<file path="src/rtl/issue_scoreboard_pkg.sv">
// Shared widths, issued-instruction bundle and a one-hot helper for the issue scoreboard.
package issue_scoreboard_pkg;

    localparam int unsigned REG_NUM_W    = 5;
    localparam int unsigned NUM_REGS     = 32;
    localparam int unsigned INSTR_W      = 32;
    localparam int unsigned NUM_SRCS     = 3;
    localparam int unsigned FILE_COUNT_W = 6;
    localparam int unsigned COUNT_W      = 7;

    typedef struct packed {
        logic [INSTR_W-1:0]   instruction;
        logic [REG_NUM_W-1:0] out_reg_num;
        logic                 out_general_reg;
        logic                 out_float_reg;
    } iss_bundle_t;

    // One-hot mask of a register index, or all-zero when not enabled.
    function automatic logic [NUM_REGS-1:0] reg_onehot(input logic en, input logic [REG_NUM_W-1:0] num);
        logic [NUM_REGS-1:0] mask;
        mask = '0;
        if (en) begin
            mask[num] = 1'b1;
        end
        return mask;
    endfunction

endpackage

</file>
<file path="src/rtl/issue_scoreboard_if.sv">
// Decoder-side, issue-side, writeback and status signals of the issue scoreboard.
// master: the environment driving the scoreboard; slave: the scoreboard itself.
interface issue_scoreboard_if;
    import issue_scoreboard_pkg::*;

    logic                                dec_valid;
    logic                                dec_ready;
    logic [INSTR_W-1:0]                  dec_instruction;
    logic [NUM_SRCS-1:0][REG_NUM_W-1:0]  dec_in_reg_num;
    logic [REG_NUM_W-1:0]                dec_out_reg_num;
    logic                                dec_out_general_reg;
    logic                                dec_out_float_reg;

    logic                                iss_valid;
    logic                                iss_ready;
    logic [INSTR_W-1:0]                  iss_instruction;
    logic [REG_NUM_W-1:0]                iss_out_reg_num;
    logic                                iss_out_general_reg;
    logic                                iss_out_float_reg;

    logic                                wb_gen_en;
    logic [REG_NUM_W-1:0]                wb_gen_num;
    logic                                wb_float_en;
    logic [REG_NUM_W-1:0]                wb_float_num;

    logic                                flush;
    logic [COUNT_W-1:0]                  pending_count;

    modport master (
        output dec_valid, dec_instruction, dec_in_reg_num, dec_out_reg_num,
               dec_out_general_reg, dec_out_float_reg,
        output iss_ready,
        output wb_gen_en, wb_gen_num, wb_float_en, wb_float_num,
        output flush,
        input  dec_ready,
        input  iss_valid, iss_instruction, iss_out_reg_num, iss_out_general_reg, iss_out_float_reg,
        input  pending_count
    );

    modport slave (
        input  dec_valid, dec_instruction, dec_in_reg_num, dec_out_reg_num,
               dec_out_general_reg, dec_out_float_reg,
        input  iss_ready,
        input  wb_gen_en, wb_gen_num, wb_float_en, wb_float_num,
        input  flush,
        output dec_ready,
        output iss_valid, iss_instruction, iss_out_reg_num, iss_out_general_reg, iss_out_float_reg,
        output pending_count
    );

endinterface

</file>
<file path="src/rtl/issue_scoreboard_reg_pending_file.sv">
// Pending-bit vector for one register file: set/clear, three source lookups,
// one destination lookup and the population count of next-cycle state.
// Optional: ISSUE_SCOREBOARD_WB_BYPASS_EN makes lookups see same-cycle clears.
module reg_pending_file
    import issue_scoreboard_pkg::*;
#(
    parameter bit ZERO_HARDWIRED = 1'b0
) (
    input  logic                               clk,
    input  logic                               rst,
    input  logic                               clr_all,
    input  logic                               set_en,
    input  logic [REG_NUM_W-1:0]               set_num,
    input  logic                               clr_en,
    input  logic [REG_NUM_W-1:0]               clr_num,
    input  logic [NUM_SRCS-1:0][REG_NUM_W-1:0] src_num,
    input  logic [REG_NUM_W-1:0]               dst_num,
    output logic [NUM_SRCS-1:0]                src_pend_c,
    output logic                               dst_pend_c,
    output logic [FILE_COUNT_W-1:0]            count_next_c
);

    localparam logic [NUM_REGS-1:0] KEEP_MASK = ZERO_HARDWIRED ? ~NUM_REGS'(1) : '1;

    logic [NUM_REGS-1:0] pend;
    logic [NUM_REGS-1:0] pend_next;
    logic [NUM_REGS-1:0] set_mask;
    logic [NUM_REGS-1:0] clr_mask;
    logic [NUM_REGS-1:0] view;

    assign set_mask = reg_onehot(set_en, set_num) & KEEP_MASK;
    assign clr_mask = reg_onehot(clr_en, clr_num);

    // Next state: flush clears everything, otherwise a set beats a same-cycle clear.
    always_comb begin
        pend_next = ((pend & ~clr_mask) | set_mask) & KEEP_MASK;
        if (clr_all) begin
            pend_next = '0;
        end
    end

    // Pending vector register.
    always_ff @(posedge clk) begin
        if (rst) begin
            pend <= '0;
        end else begin
            pend <= pend_next;
        end
    end

`ifdef ISSUE_SCOREBOARD_WB_BYPASS_EN
    assign view = pend & ~clr_mask;
`else
    assign view = pend;
`endif

    // Hazard lookups against the (optionally bypassed) pending view.
    always_comb begin
        src_pend_c = '0;
        for (int i = 0; i < int'(NUM_SRCS); i++) begin
            src_pend_c[i] = view[src_num[i]];
        end
        dst_pend_c = view[dst_num];
    end

    // Population count of the state this file will hold next cycle.
    always_comb begin
        count_next_c = '0;
        for (int i = 0; i < int'(NUM_REGS); i++) begin
            count_next_c = count_next_c + FILE_COUNT_W'(pend_next[i]);
        end
    end

endmodule

</file>
<file path="src/rtl/issue_scoreboard.sv">
// Issue stage: holds decoded instructions back on register hazards and presents
// them through a one-entry valid/ready register. General r0 is never pending.
// Optional: ISSUE_SCOREBOARD_WB_BYPASS_EN lets a writeback release a stall in the same cycle.
module issue_scoreboard
    import issue_scoreboard_pkg::*;
(
    input logic               clk,
    input logic               rst,
    issue_scoreboard_if.slave bus
);

    logic [NUM_SRCS-1:0]     gen_src_pend;
    logic [NUM_SRCS-1:0]     flt_src_pend;
    logic                    gen_dst_pend;
    logic                    flt_dst_pend;
    logic [FILE_COUNT_W-1:0] gen_count_next;
    logic [FILE_COUNT_W-1:0] flt_count_next;
    logic                    hazard_c;
    logic                    ready_c;
    logic                    accept_c;
    logic                    iss_valid_q;
    iss_bundle_t             iss_q;
    logic [COUNT_W-1:0]      count_q;

    reg_pending_file #(.ZERO_HARDWIRED(1'b1)) u_gen_file (
        .clk          (clk),
        .rst          (rst),
        .clr_all      (bus.flush),
        .set_en       (accept_c && bus.dec_out_general_reg),
        .set_num      (bus.dec_out_reg_num),
        .clr_en       (bus.wb_gen_en),
        .clr_num      (bus.wb_gen_num),
        .src_num      (bus.dec_in_reg_num),
        .dst_num      (bus.dec_out_reg_num),
        .src_pend_c   (gen_src_pend),
        .dst_pend_c   (gen_dst_pend),
        .count_next_c (gen_count_next)
    );

    reg_pending_file #(.ZERO_HARDWIRED(1'b0)) u_float_file (
        .clk          (clk),
        .rst          (rst),
        .clr_all      (bus.flush),
        .set_en       (accept_c && bus.dec_out_float_reg),
        .set_num      (bus.dec_out_reg_num),
        .clr_en       (bus.wb_float_en),
        .clr_num      (bus.wb_float_num),
        .src_num      (bus.dec_in_reg_num),
        .dst_num      (bus.dec_out_reg_num),
        .src_pend_c   (flt_src_pend),
        .dst_pend_c   (flt_dst_pend),
        .count_next_c (flt_count_next)
    );

    // Conservative hazard: any source pending in either file, or destination pending in its target file.
    always_comb begin
        hazard_c = (|gen_src_pend) || (|flt_src_pend)
                || (bus.dec_out_general_reg && gen_dst_pend)
                || (bus.dec_out_float_reg && flt_dst_pend);
        ready_c  = (!iss_valid_q || bus.iss_ready) && !hazard_c && !bus.flush;
        accept_c = bus.dec_valid && ready_c;
    end

    // One-entry issue register; flush discards it, fields hold while stalled.
    always_ff @(posedge clk) begin
        if (rst || bus.flush) begin
            iss_valid_q <= 1'b0;
            iss_q       <= '0;
        end else if (accept_c) begin
            iss_valid_q           <= 1'b1;
            iss_q.instruction     <= bus.dec_instruction;
            iss_q.out_reg_num     <= bus.dec_out_reg_num;
            iss_q.out_general_reg <= bus.dec_out_general_reg;
            iss_q.out_float_reg   <= bus.dec_out_float_reg;
        end else if (bus.iss_ready) begin
            iss_valid_q <= 1'b0;
        end
    end

    // Registered count of pending bits across both files.
    always_ff @(posedge clk) begin
        if (rst) begin
            count_q <= '0;
        end else begin
            count_q <= COUNT_W'(gen_count_next) + COUNT_W'(flt_count_next);
        end
    end

    assign bus.dec_ready           = ready_c;
    assign bus.iss_valid           = iss_valid_q;
    assign bus.iss_instruction     = iss_q.instruction;
    assign bus.iss_out_reg_num     = iss_q.out_reg_num;
    assign bus.iss_out_general_reg = iss_q.out_general_reg;
    assign bus.iss_out_float_reg   = iss_q.out_float_reg;
    assign bus.pending_count       = count_q;

endmodule

</file>
<file path="src/flat_wrapper.sv">
// flat-port wrapper written by rule: the top's interface ports become plain ports
module issue_scoreboard_flat import issue_scoreboard_pkg::*;
  (clk, rst, bus_dec_valid, bus_dec_instruction, bus_dec_in_reg_num, bus_dec_out_reg_num, bus_dec_out_general_reg, bus_dec_out_float_reg, bus_iss_ready, bus_wb_gen_en, bus_wb_gen_num, bus_wb_float_en, bus_wb_float_num, bus_flush, bus_dec_ready, bus_iss_valid, bus_iss_instruction, bus_iss_out_reg_num, bus_iss_out_general_reg, bus_iss_out_float_reg, bus_pending_count);
  issue_scoreboard_if bus_i ();
  input logic clk;
  input logic rst;
  input wire logic [$bits(bus_i.dec_valid)-1:0] bus_dec_valid;
  input wire logic [$bits(bus_i.dec_instruction)-1:0] bus_dec_instruction;
  input wire logic [$bits(bus_i.dec_in_reg_num)-1:0] bus_dec_in_reg_num;
  input wire logic [$bits(bus_i.dec_out_reg_num)-1:0] bus_dec_out_reg_num;
  input wire logic [$bits(bus_i.dec_out_general_reg)-1:0] bus_dec_out_general_reg;
  input wire logic [$bits(bus_i.dec_out_float_reg)-1:0] bus_dec_out_float_reg;
  input wire logic [$bits(bus_i.iss_ready)-1:0] bus_iss_ready;
  input wire logic [$bits(bus_i.wb_gen_en)-1:0] bus_wb_gen_en;
  input wire logic [$bits(bus_i.wb_gen_num)-1:0] bus_wb_gen_num;
  input wire logic [$bits(bus_i.wb_float_en)-1:0] bus_wb_float_en;
  input wire logic [$bits(bus_i.wb_float_num)-1:0] bus_wb_float_num;
  input wire logic [$bits(bus_i.flush)-1:0] bus_flush;
  output wire logic [$bits(bus_i.dec_ready)-1:0] bus_dec_ready;
  output wire logic [$bits(bus_i.iss_valid)-1:0] bus_iss_valid;
  output wire logic [$bits(bus_i.iss_instruction)-1:0] bus_iss_instruction;
  output wire logic [$bits(bus_i.iss_out_reg_num)-1:0] bus_iss_out_reg_num;
  output wire logic [$bits(bus_i.iss_out_general_reg)-1:0] bus_iss_out_general_reg;
  output wire logic [$bits(bus_i.iss_out_float_reg)-1:0] bus_iss_out_float_reg;
  output wire logic [$bits(bus_i.pending_count)-1:0] bus_pending_count;
  assign bus_i.dec_valid = bus_dec_valid;
  assign bus_i.dec_instruction = bus_dec_instruction;
  assign bus_i.dec_in_reg_num = bus_dec_in_reg_num;
  assign bus_i.dec_out_reg_num = bus_dec_out_reg_num;
  assign bus_i.dec_out_general_reg = bus_dec_out_general_reg;
  assign bus_i.dec_out_float_reg = bus_dec_out_float_reg;
  assign bus_i.iss_ready = bus_iss_ready;
  assign bus_i.wb_gen_en = bus_wb_gen_en;
  assign bus_i.wb_gen_num = bus_wb_gen_num;
  assign bus_i.wb_float_en = bus_wb_float_en;
  assign bus_i.wb_float_num = bus_wb_float_num;
  assign bus_i.flush = bus_flush;
  assign bus_dec_ready = bus_i.dec_ready;
  assign bus_iss_valid = bus_i.iss_valid;
  assign bus_iss_instruction = bus_i.iss_instruction;
  assign bus_iss_out_reg_num = bus_i.iss_out_reg_num;
  assign bus_iss_out_general_reg = bus_i.iss_out_general_reg;
  assign bus_iss_out_float_reg = bus_i.iss_out_float_reg;
  assign bus_pending_count = bus_i.pending_count;
  issue_scoreboard u_core (.clk(clk), .rst(rst), .bus(bus_i));
endmodule
</file>
<file path="config.mk">
export PLATFORM = sky130hd
export DESIGN_NAME = issue_scoreboard_flat
export DESIGN_NICKNAME = d
export VERILOG_FILES = /design/src/rtl/issue_scoreboard_pkg.sv /design/src/rtl/issue_scoreboard_if.sv /design/src/rtl/issue_scoreboard_reg_pending_file.sv /design/src/rtl/issue_scoreboard.sv /design/src/flat_wrapper.sv
export SDC_FILE = /design/constraint.sdc
export NUM_CORES = 1
export LEC_CHECK = 0
export BUFFER_PORTS_ARGS = -buffer_cell sky130_fd_sc_hd__buf_2
export CAP_MARGIN = 20
export CORE_ASPECT_RATIO = 2
export CORE_UTILIZATION = 52
export CTS_CLUSTER_DIAMETER = 100
export DETAILED_ROUTE_END_ITERATION = 10
export PLACE_DENSITY = 0.79
export SLEW_MARGIN = 40
export SYNTH_ARGS = -nofsm -noshare
export SYNTH_HDL_FRONTEND = slang
export SYNTH_HIERARCHICAL = 1
export SYNTH_SLANG_ARGS = --single-unit
</file>
<file path="constraint.sdc">
create_clock -name clk -period 8.05 [get_ports clk]
set_input_delay 0.805 -clock clk [delete_from_list [all_inputs] [get_ports clk]]
set_output_delay 0.805 -clock clk [all_outputs]
set_load 0.02 [all_outputs]
</file>
# Word level (Yosys, flattened, before mapping)
# Index checks and enable logic that the tools add are counted.
word_totals:
  memories: 0
  input_bits: 71
  reg_bits: 111
  mem_bits_rw: 0
  rom_bits: 0
  latchBits: 0
  out_inout_bits: 48
op_classes:
  bitwise_logic: 6
  n_div: 0
  n_lt_le_gt_ge: 9
  multipliers: 0
  add_sub_neg: 63
  n_shift: 0
  mux: 30
  eq_ne: 0
  reduce_logical: 21
op_table:
  columns: ["operator", "count"]
  rows:
  - ["adder 6 x 1 -> 6 bit", 52]
  - ["2-to-1 mux 32 bit", 6]
  - ["AND 32 bit", 2]
  - ["inverter 32 bit", 2]
  - ["bitwise OR 32 bit", 2]
  - ["binary-select mux 1 bit (select 5 bit)", 8]
  - ["less-than comparator 5 x 6 -> 1 bit (second input constant)", 6]
  - ["demux 1 bit (select 5 bit)", 3]
  - ["greater-or-equal comparator 5 x 1 -> 1 bit (second input constant)", 3]
  - ["2-to-1 mux 1 bit", 13]
  - ["adder 5 x 1 -> 6 bit", 2]
  - ["adder 4 x 1 -> 5 bit", 2]
  - ["logical AND 1 bit", 10]
  - ["adder 3 x 1 -> 4 bit", 2]
  - ["adder 6 x 6 -> 7 bit", 1]
  - ["adder 2 x 1 -> 3 bit", 2]
  - ["OR reduction 3 bit", 2]
  - ["logical OR 1 bit", 5]
  - ["adder 1 x 1 -> 2 bit", 2]
  - ["zero test 1 bit", 3]
  - ["nonzero test 2 bit", 1]

# Longest topological paths before layout
# Gate-level depths: netlist of run 1.
logic_depth:
  word_depth: 46
  depth_mapped: 35

# Hierarchy
# Netlist of run 1, hierarchy kept.
by_module_without_submodules:
  columns: ["module", "cells_each", "area_per_inst_um2", "n_inst", "seq_area_each_um2"]
  rows:
  - ["reg_pending_file (u_core.u_float_file)", 425, 3525.9, 1, 640.6]
  - ["reg_pending_file (u_core.u_gen_file)", 399, 3334.4, 1, 620.6]
  - ["issue_scoreboard", 227, 2105.8, 1, 940.9]

# Worst setup path after synthesis of run 1
# OpenSTA, ideal clock, no wires.
synth_timing:
  path_kind: "input to register"
  start: "input port bus_dec_in_reg_num[6]"
  end: "register u_core.count_q[6] (netlist: u_core/bus.pending_count[6])"
  setup_ns: 0.120
  arrival_time_ns: 8.406
  path_buffers: 1
  slack_ns: -0.476
  cell_stages: 26
  t_required_ns: 7.930
  path_cell_list: "buf_2 > mux4_2 > nand2b_1 > o211ai_1 > nand4_1 > nor4_4 > nand4_1 > nor3_1 > nor3b_1 > nand2_1 > a21o_1 > fa_1 > fa_1 > inv_1 > fa_1 > inv_1 > fa_1 > fa_1 > fa_1 > fa_1 > inv_1 > fa_1 > fa_1 > a21o_1 > a22o_1 > o31a_1"
synth_via:
  elab_chain_len: 46
  elab_cells_between_ends: 84
  classes_between: "63 x add/sub; 8 x mux; 2 x bitwise; 11 x reduce/logical"
synth_rtl:
  columns: ["element", "line_no", "text"]
  rows:
  - ["start: declaration", "flat_wrapper.sv:9", "input wire logic [$bits(bus_i.dec_in_reg_num)-1:0] bus_dec_in_reg_num;"]
  - ["binary-select mux 1 bit (select 5 bit) (*)", "issue_scoreboard_reg_pending_file.sv:61", "src_pend_c[i] = view[src_num[i]];"]
  - ["2-to-1 mux 1 bit (implied by the code) (*)", "issue_scoreboard_reg_pending_file.sv:61", null]
  - ["net u_core.gen_src_pend[1]", "issue_scoreboard.sv:12", "logic [NUM_SRCS-1:0] gen_src_pend;"]
  - ["OR reduction 3 bit (*)", "issue_scoreboard.sv:57", "hazard_c = (|gen_src_pend) || (|flt_src_pend)"]
  - ["logical OR 1 bit (*)", "issue_scoreboard.sv:57", null]
  - ["logical OR 1 bit (*)", "issue_scoreboard.sv:58", "|| (bus.dec_out_general_reg && gen_dst_pend)"]
  - ["logical OR 1 bit (*)", "issue_scoreboard.sv:59", "|| (bus.dec_out_float_reg && flt_dst_pend);"]
  - ["zero test 1 bit (*)", "issue_scoreboard.sv:60", "ready_c = (!iss_valid_q || bus.iss_ready) && !hazard_c && !bus.flush;"]
  - ["(+8 left out)", null, null]
  - ["adder 2 x 1 -> 3 bit", "issue_scoreboard_reg_pending_file.sv:70", "count_next_c = count_next_c + FILE_COUNT_W'(pend_next[i]);"]
  - ["adder 3 x 1 -> 4 bit", "issue_scoreboard_reg_pending_file.sv:70", null]
  - ["adder 4 x 1 -> 5 bit", "issue_scoreboard_reg_pending_file.sv:70", null]
  - ["adder 5 x 1 -> 6 bit", "issue_scoreboard_reg_pending_file.sv:70", null]
  - ["adder 6 x 1 -> 6 bit (25 in a row)", "issue_scoreboard_reg_pending_file.sv:70", null]
  - ["adder 6 x 1 -> 6 bit (*)", "issue_scoreboard_reg_pending_file.sv:70", null]
  - ["net u_core.gen_count_next[1]", "issue_scoreboard.sv:16", "logic [FILE_COUNT_W-1:0] gen_count_next;"]
  - ["adder 6 x 6 -> 7 bit (*)", "issue_scoreboard.sv:85", "count_q <= COUNT_W'(gen_count_next) + COUNT_W'(flt_count_next);"]
  - ["end signal: assignment", "issue_scoreboard.sv:85", null]
  - ["end: declaration", "issue_scoreboard.sv:23", "logic [COUNT_W-1:0] count_q;"]
# The timed path passes the listed nets; every way through them passes the cells marked *. The select of a mux whose other input is x is not followed.
# A chain may end at the register's enable or synchronous reset.

# Final worst setup path of run 1
layout_timing:
  start: "input port bus_dec_out_reg_num[1]"
  end: "register u_core.count_q[6] (netlist: u_core/bus.pending_count[6])"
layout_via:
  elab_chain_len: 45
  elab_cells_between_ends: 88
  classes_between: "63 x add/sub; 2 x order compare; 10 x mux; 2 x bitwise; 11 x reduce/logical"
layout_rtl:
  columns: ["element", "line_no", "text"]
  rows:
  - ["start: declaration", "flat_wrapper.sv:10", "input wire logic [$bits(bus_i.dec_out_reg_num)-1:0] bus_dec_out_reg_num;"]
  - ["binary-select mux 1 bit (select 5 bit) (*)", "issue_scoreboard_reg_pending_file.sv:63", "dst_pend_c = view[dst_num];"]
  - ["2-to-1 mux 1 bit (implied by the code) (*)", "issue_scoreboard_reg_pending_file.sv:63", null]
  - ["net u_core.gen_dst_pend", "issue_scoreboard.sv:14", "logic gen_dst_pend;"]
  - ["logical AND 1 bit (*)", "issue_scoreboard.sv:58", null]
  - ["logical OR 1 bit (*)", "issue_scoreboard.sv:58", null]
  - ["logical OR 1 bit (*)", "issue_scoreboard.sv:59", null]
  - ["zero test 1 bit (*)", "issue_scoreboard.sv:60", null]
  - ["logical AND 1 bit (*) (2 in a row)", "issue_scoreboard.sv:60", null]
  - ["(+6 left out)", null, null]
  - ["adder 2 x 1 -> 3 bit", "issue_scoreboard_reg_pending_file.sv:70", null]
  - ["adder 3 x 1 -> 4 bit", "issue_scoreboard_reg_pending_file.sv:70", null]
  - ["adder 4 x 1 -> 5 bit", "issue_scoreboard_reg_pending_file.sv:70", null]
  - ["adder 5 x 1 -> 6 bit", "issue_scoreboard_reg_pending_file.sv:70", null]
  - ["adder 6 x 1 -> 6 bit (25 in a row)", "issue_scoreboard_reg_pending_file.sv:70", null]
  - ["adder 6 x 1 -> 6 bit (*)", "issue_scoreboard_reg_pending_file.sv:70", null]
  - ["net u_core.gen_count_next[4]", "issue_scoreboard.sv:16", null]
  - ["adder 6 x 6 -> 7 bit (*)", "issue_scoreboard.sv:85", null]
# Marked as above.

==> impl_metrics.tcl, run 1 <==
set metrics [dict create \
    status "finished with violations" \
    violations "setup timing" \
    drt_iter0_drc 645 \
    layout_setup_ws_ps -62.2 \
    clock.fmax_mhz 123 \
    via_per_inst 6.07 \
    synth_edf_count 0 \
    start_util 0.532 \
    cp.required_ps 8310 \
    areaGrowthSynthToFinish_pct 22.5 \
    overflow 0 \
    whs_path_depth 2 \
    syn_nets 1190 \
    rsz0062_at_grt "true" \
    grt_max_degree 80 \
    ys_seq_area_frac 0.246 \
    postRouteAntennaNets 0 \
    drive_above_1_share 0.245 \
    worst-path-buf-inv 6 \
    crit_top_cell "fa_1" \
    gp_congestion 1.01 \
    cp-end-kind "register" \
    slowest_delay_ps 530 \
    tightest_slew_ps 841 \
    cts.sinks 110 \
    r2r_start "u_core/u_gen_file/pend[7]" \
    irDropWorstVdd_uv 90.5 \
    hold_end "u_core/bus.iss_instruction[1]" \
    fp-row-count 67 \
    power_density_mw_per_mm2 109 \
    slew_headroom 0.439 \
    critPathSlowestCell "fa_1" \
    final.period_utilization 1.01 \
    cts_hold_buffers 0 \
    worstReg2RegEnd "u_core/bus.pending_count[6]" \
    grt_pass1_vias 8601 \
    crit_arrival_ps 8370 \
    cts_tree "done" \
    yosysUniqueCellTypes 51 \
    vias 8851 \
    postRouteWirelength_um 30300 \
    postSynthAreaPerCell_um2 8.53 \
    setup-violations-final 2 \
    die_h_um 188 \
    dr.pass1.iters 6 \
    hold_path.startpoint "u_core/bus.iss_instruction[1]" \
    p_leak_nw 4.80 \
    wire_per_inst_um 20.8 \
    portBuffers 118 \
    boundaryPins 119 \
    cts_max_level 3 \
    num-nets-final 1384 \
    ff2ff_setup_slack_ps 130 \
    grt_pass1_wl_um 45500 \
    holdCritPathClass "reg2reg" \
    drcViolationCount 0 \
    critPathLaunchType "input pin" \
    critPathMaxFanout 6 \
    slew_violations 0 \
    clk_path_buf_depth 2 \
    clk_pin_slew_worst_paths_ps 80 \
    clkLatencyLatePin_ps 370 \
    final_hold_viol_count 0 \
    ys_ff_latch 110 \
    maxCapViolations 0 \
    gr-usage-all-layers 0.343 \
    power_mw 1.20 \
    dieArea_mm2 0.0178 \
    hpwlAfterDp_um 23000 \
    clock-root-buffer "clkbuf_16" \
    reg2regPathDepth 31 \
    ys_warn_count 6 \
    synth_ff_type "dfxtp_1" \
    dpl_worst_slack_ps -742 \
    numCtsBuffers 9 \
    antenna_cells 0 \
    crit_family "adder cells" \
    die_w_um 94.9 \
    fin_crit_ps 8110 \
    path_class "in2reg" \
    synthArstFlopShare 0 \
    syn_inst 1051 \
    antenna_found_initial 0 \
    skew_ps 11.7 \
    synthesis.area_mm2 0.00897 \
    core_mm2 0.0168 \
]
==> layout make-up <==
type	count	area [µm²]
clock buffer	9	225
multi-input combinational	830	6390
tap	207	259
clock inverter	7	68.8
inverter	63	236
fill	1433	5860
sequential	110	2200
timing repair buffer	231	1600
==> kinds of logic (layout without fill, tap and decap cells) <==
| kind of cell | after synthesis | in the layout | share of synthesized area |
|---|---|---|---|
| buf+inv | 111 | 310 | 0.0618 |
| xor+xnor | 6 | 6 | 0.00586 |
| mux | 151 | 151 | 0.185 |
| flops | 110 | 110 | 0.246 |
| fa+ha+maj | 68 | 68 | 0.135 |
| compound gates | 214 | 214 | 0.147 |
| simple gates | 391 | 391 | 0.220 |
==> per-stage QoR <==
stage / utilization / area [µm²] / TNS, ps / cells / hold WS (ps)
2_1_floorplan: - / 9050 / 0 / 1051 / 532
3_3_place_gp: 0.616 / 10400 / -3180 / 1428 / 439
3_5_place_dp: 0.616 / 10400 / -3510 / 1428 / 443
4_1_cts: 0.639 / 10800 / 0 / 1448 / 459
5_1_grt: 0.652 / 11000 / -995 / 1457 / 474
6_report: 0.652 / 11000 / -64.9 / 1457 / 454
==> cell usage in the layout (no fill, tap or decap), drive strengths merged, types with 4 or more instances in the layout <==
cell     Yosys  routed
nand2b      14      14
a22oi       25      25
or3b         7       7
a311o        4       4
nor2b       48      48
xnor2        5       5
nand4        6       6
and3b        8       8
nand3       28      28
nand2      174     174
dfxtp      110     110
inv         63      65
a21oi       59      59
and2b        4       4
nand3b      10      10
buf         26     228
nand4b       4       4
mux4        12      12
o211ai       5       5
nor2        52      52
a21o        35      35
nor3         8       8
and2         5       5
ha          20      20
and3         4       4
o2111ai      4       4
o21ai       65      65
mux2i      139     139
a211oi      11      11
nor3b       10      10
clkbuf      22      12
fa          48      48
==> worst max-delay path by stage <==
stage | from | to | cells after the start
2_1_floorplan | bus_dec_in_reg_num[1] | u_core/bus.pending_count[6] | 31
3_3_place_gp | bus_dec_out_reg_num[1] | u_core/bus.pending_count[6] | 29
3_5_place_dp | bus_dec_out_reg_num[1] | u_core/bus.pending_count[5] | 31
4_1_cts | bus_dec_in_reg_num[6] | u_core/bus.pending_count[6] | 32
5_1_grt | bus_dec_in_reg_num[6] | u_core/bus.pending_count[6] | 32
6_report | bus_dec_out_reg_num[1] | u_core/bus.pending_count[6] | 32
==> layer usage <==
metal	up-vias	global-route usage	part of all wire	routed length, µm
li1	4051	-	-	-
met1	4150	0.342	0.32	9770
met2	454	0.604	0.52	15800
met3	196	0.0515	0.060	1810
met4	0	0.280	0.097	2930
met5	-	0	0	0
==> worst min-delay path, stage by stage, from the launching register on <==
cell and delay [ps]:
dfxtp_1 310, nand2_1 50, mux2i_1 50
==> timing repair <==
item / in CTS / in global routing
pin swaps: 6 / 8
setup buffers: 4 / 7
endpoints found under the setup margin: 5 / 5
cloned: 0 / 2
gates resized for setup: 18 / 37
hold endpoints to repair: 0 / 0
==> cells in the mapped netlist, types with 2 or more instances <==
master / instances / share of area
nand2b_1: 14 / 0.0098
and2b_1: 4 / 0.0033
nor3b_1: 6 / 0.0050
o211ai_1: 5 / 0.0042
o21ai_1: 4 / 0.0022
nand2_1: 174 / 0.073
and3b_1: 8 / 0.0078
nor2_1: 52 / 0.022
nor3_1: 8 / 0.0045
a21oi_1: 59 / 0.033
clkbuf_1: 22 / 0.0092
a21boi_0: 2 / 0.0017
dfxtp_1: 110 / 0.25
fa_1: 48 / 0.11
nand4b_1: 4 / 0.0039
buf_2: 12 / 0.0067
a211oi_1: 11 / 0.0092
a21o_1: 35 / 0.029
or3b_1: 7 / 0.0068
mux2i_1: 139 / 0.16
mux4_2: 12 / 0.030
ha_1: 20 / 0.028
buf_8: 4 / 0.0067
nand4_1: 6 / 0.0042
nor3b_2: 4 / 0.0056
or3_1: 2 / 0.0014
a22oi_1: 25 / 0.021
o21ai_0: 61 / 0.034
buf_6: 4 / 0.0050
nand3b_1: 10 / 0.0084
o21a_1: 2 / 0.0017
and2_1: 5 / 0.0035
nor2b_1: 48 / 0.033
buf_4: 4 / 0.0033
and3_1: 4 / 0.0028
xnor2_1: 5 / 0.0049
nand3_1: 28 / 0.016
o2111ai_1: 4 / 0.0039
inv_1: 63 / 0.026
buf_12: 2 / 0.0045
a311o_1: 4 / 0.0045
==> power breakdown <==
group	total (mW)	internal, mW	switching (mW)
registers	0.546	0.545	0.000948
clock network	0.447	0.217	0.230
logic	0.209	0.0891	0.120
total	1.20	0.852	0.350
Power figures use the tool's default switching activity.
==> run 2: changes to the inputs <==
- CAP_MARGIN: 20 -> 30
- PLACE_DENSITY: 0.79 -> 0.76
- clock period: 8.05 -> 8.6 ns (I/O delays scaled with it)
==> run 2 against run 1 <==
Against the previous run:
- worst setup slack improved by 330 ps
- highest routed layer unchanged
- flip-flop and latch count is the same
- via count fell by 2.7%
- sequential power down 6.4%
- register-to-register slack improved by 350 ps
- the flow now finishes without violations
- die area unchanged
==> impl_metrics.tcl, run 2 (synthesized netlist as in run 1, its figures left out) <==
set metrics [dict create \
    critPathMaxFanout 7 \
    crit_top_cell "fa_1" \
    dr.pass1.iters 7 \
    p_seq_frac 0.459 \
    drive_above_1_share 0.211 \
    p_int_mw 0.796 \
    clock-root-buffer "clkbuf_16" \
    wire_per_inst_um 20.6 \
    crit_family "adder cells" \
    drcViolationCount 0 \
    gr-usage-all-layers 0.336 \
    setup-violations-final 0 \
    final.period_utilization 0.969 \
    via_per_inst 6.08 \
    slew_violations 0 \
    sw_frac_of_total 0.286 \
    num-nets-final 1345 \
    tightest_slew_ps 820 \
    fin_crit_ps 8330 \
    cts_max_level 3 \
    postRouteWirelength_um 29200 \
    critPathSlowestCell "fa_1" \
    cts.sinks 110 \
    numCtsBuffers 9 \
    slew_headroom 0.453 \
    fp-row-count 67 \
    start_util 0.532 \
    clockPowerShare 0.384 \
    antenna_found_initial 0 \
    irDropWorstVdd_uv 81.3 \
    reg2regPathDepth 27 \
    worstReg2RegEnd "u_core/bus.pending_count[6]" \
    gp_congestion 1.08 \
    hpwlAfterDp_um 22400 \
    grt_pass1_vias 8353 \
    cts_tree "done" \
    maxCapViolations 0 \
    hold_end "u_core/bus.iss_instruction[4]" \
    die_h_um 188 \
    hold_path.startpoint "u_core/bus.iss_instruction[4]" \
    portBuffers 118 \
    power_density_mw_per_mm2 106 \
    grt_max_degree 80 \
    clk_pin_slew_worst_paths_ps 70 \
    cp.required_ps 8850 \
    holdCritPathClass "reg2reg" \
    p_leak_nw 4.56 \
    cp-end-kind "register" \
    layout_common_cells "nand2_1, mux2i_1, buf_2" \
    crit_arrival_ps 8580 \
    r2r_start "u_core/u_gen_file/pend[6]" \
    crit_cells 28 \
    core_mm2 0.0168 \
    switchingPower_mw 0.319 \
    cts_hold_buffers 0 \
    areaGrowthSynthToFinish_pct 17.5 \
    vias 8616 \
    die_w_um 94.9 \
    boundaryPins 119 \
    grt_pass1_wl_um 44400 \
    path_class "in2reg" \
    skew_ps 14.1 \
    worst-path-buf-inv 6 \
    whs_path_depth 2 \
    drt_iter0_drc 610 \
    overflow 0 \
    status "complete, no violations" \
    finish.utilization 0.625 \
    final_hold_viol_count 0 \
    clk_path_buf_depth 2 \
    clock.fmax_mhz 120 \
    final_cell_count_no_fill 1418 \
    antenna_cells 0 \
    ff2ff_setup_slack_ps 480 \
    p_comb_frac 0.157 \
    dieArea_mm2 0.0178 \
    post-place-cells 1398 \
    layout_commonest_cell "nand2_1" \
    slowest_delay_ps 530 \
    crit_start "bus_dec_in_reg_num[1]" \
    clkLatencyLatePin_ps 370 \
    postRouteAntennaNets 0 \
    critPathLaunchType "input pin" \
]
run 2: cell count changes in the layout (fill, tap and decap cells not counted), moves of 6 or more:
| cell | delta |
|---|---|
| a21oi_1 | -6 |
| buf_6 | -7 |
| buf_4 | -33 |
| a21oi_2 | +6 |
run 2: per-layer routing:
metal	wire length, µm	vias up	GRT usage	part of all wire
met5	0	-	0	0
met4	2800	0	0.277	0.096
met3	1720	172	0.0495	0.059
met2	15000	429	0.591	0.51
met1	9680	4053	0.336	0.33
li1	-	3962	-	-
run 2: timing repair:
item | in CTS | in global routing
resized for setup | 0 | 34
buffers inserted | 0 | 3
endpoints found under the setup margin | 0 | 5
run 2: power by group through the flow:
| stage | sequential (mW) | clock (mW) | combinational, mW |
|---|---|---|---|
| after floorplan | 0.525 | 0 | 0.0985 |
| after global placement | 0.523 | 0 | 0.165 |
| after detailed placement | 0.523 | 0 | 0.167 |
| after CTS | 0.511 | 0.431 | 0.167 |
| after global routing | 0.512 | 0.454 | 0.189 |
| final | 0.511 | 0.427 | 0.175 |
run 2: tightest hold or removal path, cell delays in order, from the launching register on:
cell and delay, ps:
dfxtp_1 310, nand2_1 50, mux2i_1 50
run 2: worst max-delay path by stage:
stage / slack, ps / to
2_1_floorplan: 20 / u_core/bus.pending_count[6]
3_3_place_gp: -310 / u_core/bus.pending_count[6]
3_5_place_dp: -300 / u_core/bus.pending_count[6]
4_1_cts: 30 / u_core/bus.pending_count[6]
5_1_grt: -50 / u_core/bus.pending_count[6]
6_report: 270 / u_core/bus.pending_count[6]
run 2: cell type report:
class / instances / area, µm²
well taps: 207 / 259
repair buffers: 192 / 1230
inverters: 63 / 236
clock inverters: 5 / 41.3
flip-flops and latches: 110 / 2200
fillers: 1513 / 6320
clock buffers: 11 / 253
multi-input cells: 830 / 6310
run 2: per-stage QoR:
| stage | cell area (µm²) | setup slack, ps | hold WS [ps] | setup TNS, ps | total power, mW |
|---|---|---|---|---|---|
| global route | 10500 | -52.1 | 469 | -59.5 | 1.16 |
| floorplan | 8970 | 19.1 | 532 | 0 | 0.624 |
| CTS | 10400 | 28.7 | 457 | 0 | 1.11 |
| global placement | 10100 | -314 | 439 | -1010 | 0.689 |
| detailed placement | 10100 | -303 | 446 | -944 | 0.690 |
| finish | 10500 | 270 | 455 | 0 | 1.11 |
==> run 3: changes to the inputs <==
- ABC_AREA: not set -> 1
- CORE_UTILIZATION: 52 -> 43
- CTS_CLUSTER_SIZE: not set -> 24
- PLACE_DENSITY: 0.76 -> 0.65
==> run 3 against run 2 <==
Against the previous run:
- combinational power is 13% higher
- sequential power is 0.8% higher
- final cell count is 33% higher
- global-route usage is 1.9 points lower
- clock power is 1% lower
- worst setup slack better by 170 ps
- die area is 24% higher
- synthesized cell count is 43% higher
- synthesized area is 2.5% higher
- flip-flop and latch count stayed put
- critical endpoint is now u_core/bus.pending_count[4]
- largest cell class unchanged
==> impl_metrics.tcl, run 3 <==
set metrics [dict create \
    synth_common_cells "nand2_1, nand3_1, inv_1, nor2_1, dfxtp_1" \
    synth_top_area_frac 0.240 \
    final_cell_count_no_fill 1885 \
    design_area_mm2 0.0105 \
    die_w_um 105 \
    gr-usage-all-layers 0.317 \
    maxCapViolations 0 \
    numCtsBuffers 9 \
    dpl_worst_slack_ps 17.2 \
    grt_pass1_vias 9882 \
    ys_seq_area_frac 0.240 \
    antenna_cells 0 \
    r2r_start "u_core/u_gen_file/pend[5]" \
    cp.required_ps 8920 \
    synth-simple-area-share 0.408 \
    clk_pin_slew_worst_paths_ps 80 \
    synth.area.mux_share 0 \
    crit_top_cell "nand2_1" \
    hold_end "u_core/bus.iss_out_general_reg" \
    synth_xor_xnor_area_share 0.00476 \
    clock.fmax_mhz 122 \
    overflow 0 \
    synthArstFlopShare 0 \
    synth_edf_count 0 \
    syn_inst 1501 \
    crit_start "bus_dec_in_reg_num[5]" \
    crit_family "adder cells" \
    tightest_slew_ps 833 \
    layout_setup_ws_ps 436 \
    yosysUniqueCellTypes 33 \
    holdCritPathClass "reg2reg" \
    synthesis.area_mm2 0.00919 \
    areaGrowthSynthToFinish_pct 14.0 \
    syn_nets 1640 \
    synth_compound_area_frac 0.103 \
    dr.pass1.iters 5 \
    critPathSlowestCell "fa_1" \
    holdWs_ps 493 \
    cts_max_level 3 \
    wire_per_inst_um 18.1 \
    yosysMostFrequentCell "nand2_1" \
    fp-row-count 75 \
    die_h_um 209 \
    path_class "in2reg" \
    fin_crit_ps 8160 \
    ff2ff_setup_slack_ps 780 \
    core_mm2 0.0209 \
    layout_common_cells "nand2_1, nand3_1, inv_1" \
    clock-root-buffer "clkbuf_16" \
    placed_cell_area_mm2 0.0101 \
    post-place-cells 1859 \
    power_density_mw_per_mm2 108 \
    synth.area.top_cells "dfxtp_1, nand2_1, nand3_1" \
    grt_max_degree 78 \
    cts_tree "done" \
    hpwlAfterDp_um 25600 \
    antenna_found_initial 0 \
    finish.utilization 0.501 \
    p_leak_nw 5.05 \
    start_util 0.439 \
    postRouteWirelength_um 34200 \
    crit_arrival_ps 8490 \
    yosys.area.top_type "dfxtp_1" \
    final.period_utilization 0.949 \
    power_mw 1.13 \
    clkLatencyLatePin_ps 390 \
    grt_pass1_wl_um 52600 \
    dieArea_mm2 0.0220 \
    fin_setup_tns_ps 0 \
    ys_ff_latch 110 \
    critPathMaxFanout 8 \
    slew_headroom 0.445 \
    postRouteAntennaNets 0 \
    clk_path_buf_depth 2 \
    whs_path_depth 2 \
    final_hold_viol_count 0 \
    worst-path-buf-inv 9 \
    drive_above_1_share 0.125 \
    via_per_inst 5.52 \
    portBuffers 118 \
    vias 10408 \
    setup-violations-final 0 \
    synth_ff_type "dfxtp_1" \
    boundaryPins 119 \
    irDropWorstVdd_uv 81.4 \
    critPathLaunchType "input pin" \
    hold_path.startpoint "u_core/bus.iss_out_general_reg" \
    drcViolationCount 0 \
    synth-adder-area-share 0.132 \
    postSynthAreaPerCell_um2 6.12 \
    status "complete, no violations" \
    slew_violations 0 \
    cp-end-kind "register" \
    cts.sinks 110 \
    ys_warn_count 6 \
    num-nets-final 1750 \
    synth_top_family_by_area "simple AND/OR/NAND/NOR gates" \
    slowest_delay_ps 560 \
    layout_commonest_cell "nand2_1" \
    drt_iter0_drc 778 \
    reg2regPathDepth 36 \
    skew_ps 12.4 \
    worstReg2RegEnd "u_core/bus.pending_count[4]" \
    gp_congestion 1.01 \
]
-- run 3: cell count changes after synthesis, sizes merged, moves of 14 or more --
cell	change
a21o	-34
a211oi	+21
nand3	+206
nor2b	-48
mux2i	-139
inv	+131
nand2b	-14
nor2	+71
nand2	+334
a21oi	-17
o21ai	+28
a22oi	-25
-- run 3: how the worst max path moves through the flow --
| stage | to | slack, ps | depth (start not counted) |
|---|---|---|---|
| 6_report | u_core/bus.pending_count[4] | 440 | 38 |
| 5_1_grt | u_core/bus.pending_count[4] | -60 | 38 |
| 4_1_cts | u_core/bus.pending_count[4] | 400 | 37 |
| 3_5_place_dp | u_core/bus.pending_count[4] | 20 | 37 |
| 3_3_place_gp | u_core/bus.pending_count[4] | 60 | 37 |
| 2_1_floorplan | u_core/bus.pending_count[4] | 670 | 37 |
-- run 3: cell type report --
class	count	area, µm²
inverter	194	743
tap	269	337
timing repair inverter	3	22.5
timing repair buffer	157	926
sequential	110	2200
clock buffer	9	225
clock inverter	7	58.8
fill	2263	10400
multi-input combinational	1136	5970
-- run 3: cells by family after synthesis --
family | count (synthesis)
AND/OR/NAND/NOR | 892
buffers and inverters | 255
AO/OA/AOI/OAI | 171
flip-flops | 110
adder cells (fa/ha/maj) | 68
XOR/XNOR | 5
-- run 3: tightest hold or removal path: cells and delay by family (launching register included) --
family          cells  cell delay (ps)
compound gates      1               50
simple gates        1               70
flops               1              330
-- run 3: power breakdown --
group / internal [mW] / switching (mW) / leakage (nW)
registers: 0.513 / 0.00194 / 0.886
clock network: 0.200 / 0.221 / 0.135
logic: 0.0592 / 0.138 / 4.03
-- run 3: repair_timing --
| action | CTS | global route |
|---|---|---|
| setup buffers | 0 | 7 |
| endpoints found under the setup margin | 0 | 3 |
| hold endpoints to repair | 0 | 0 |
| hold buffers | 0 | 0 |
| resized for setup | 0 | 17 |
-- run 3: layer usage --
layer / track usage / part of all wire
met3: 0.0565 / 0.060
met2: 0.570 / 0.51
met5: 0 / 0
met4: 0.270 / 0.099
met1: 0.308 / 0.33
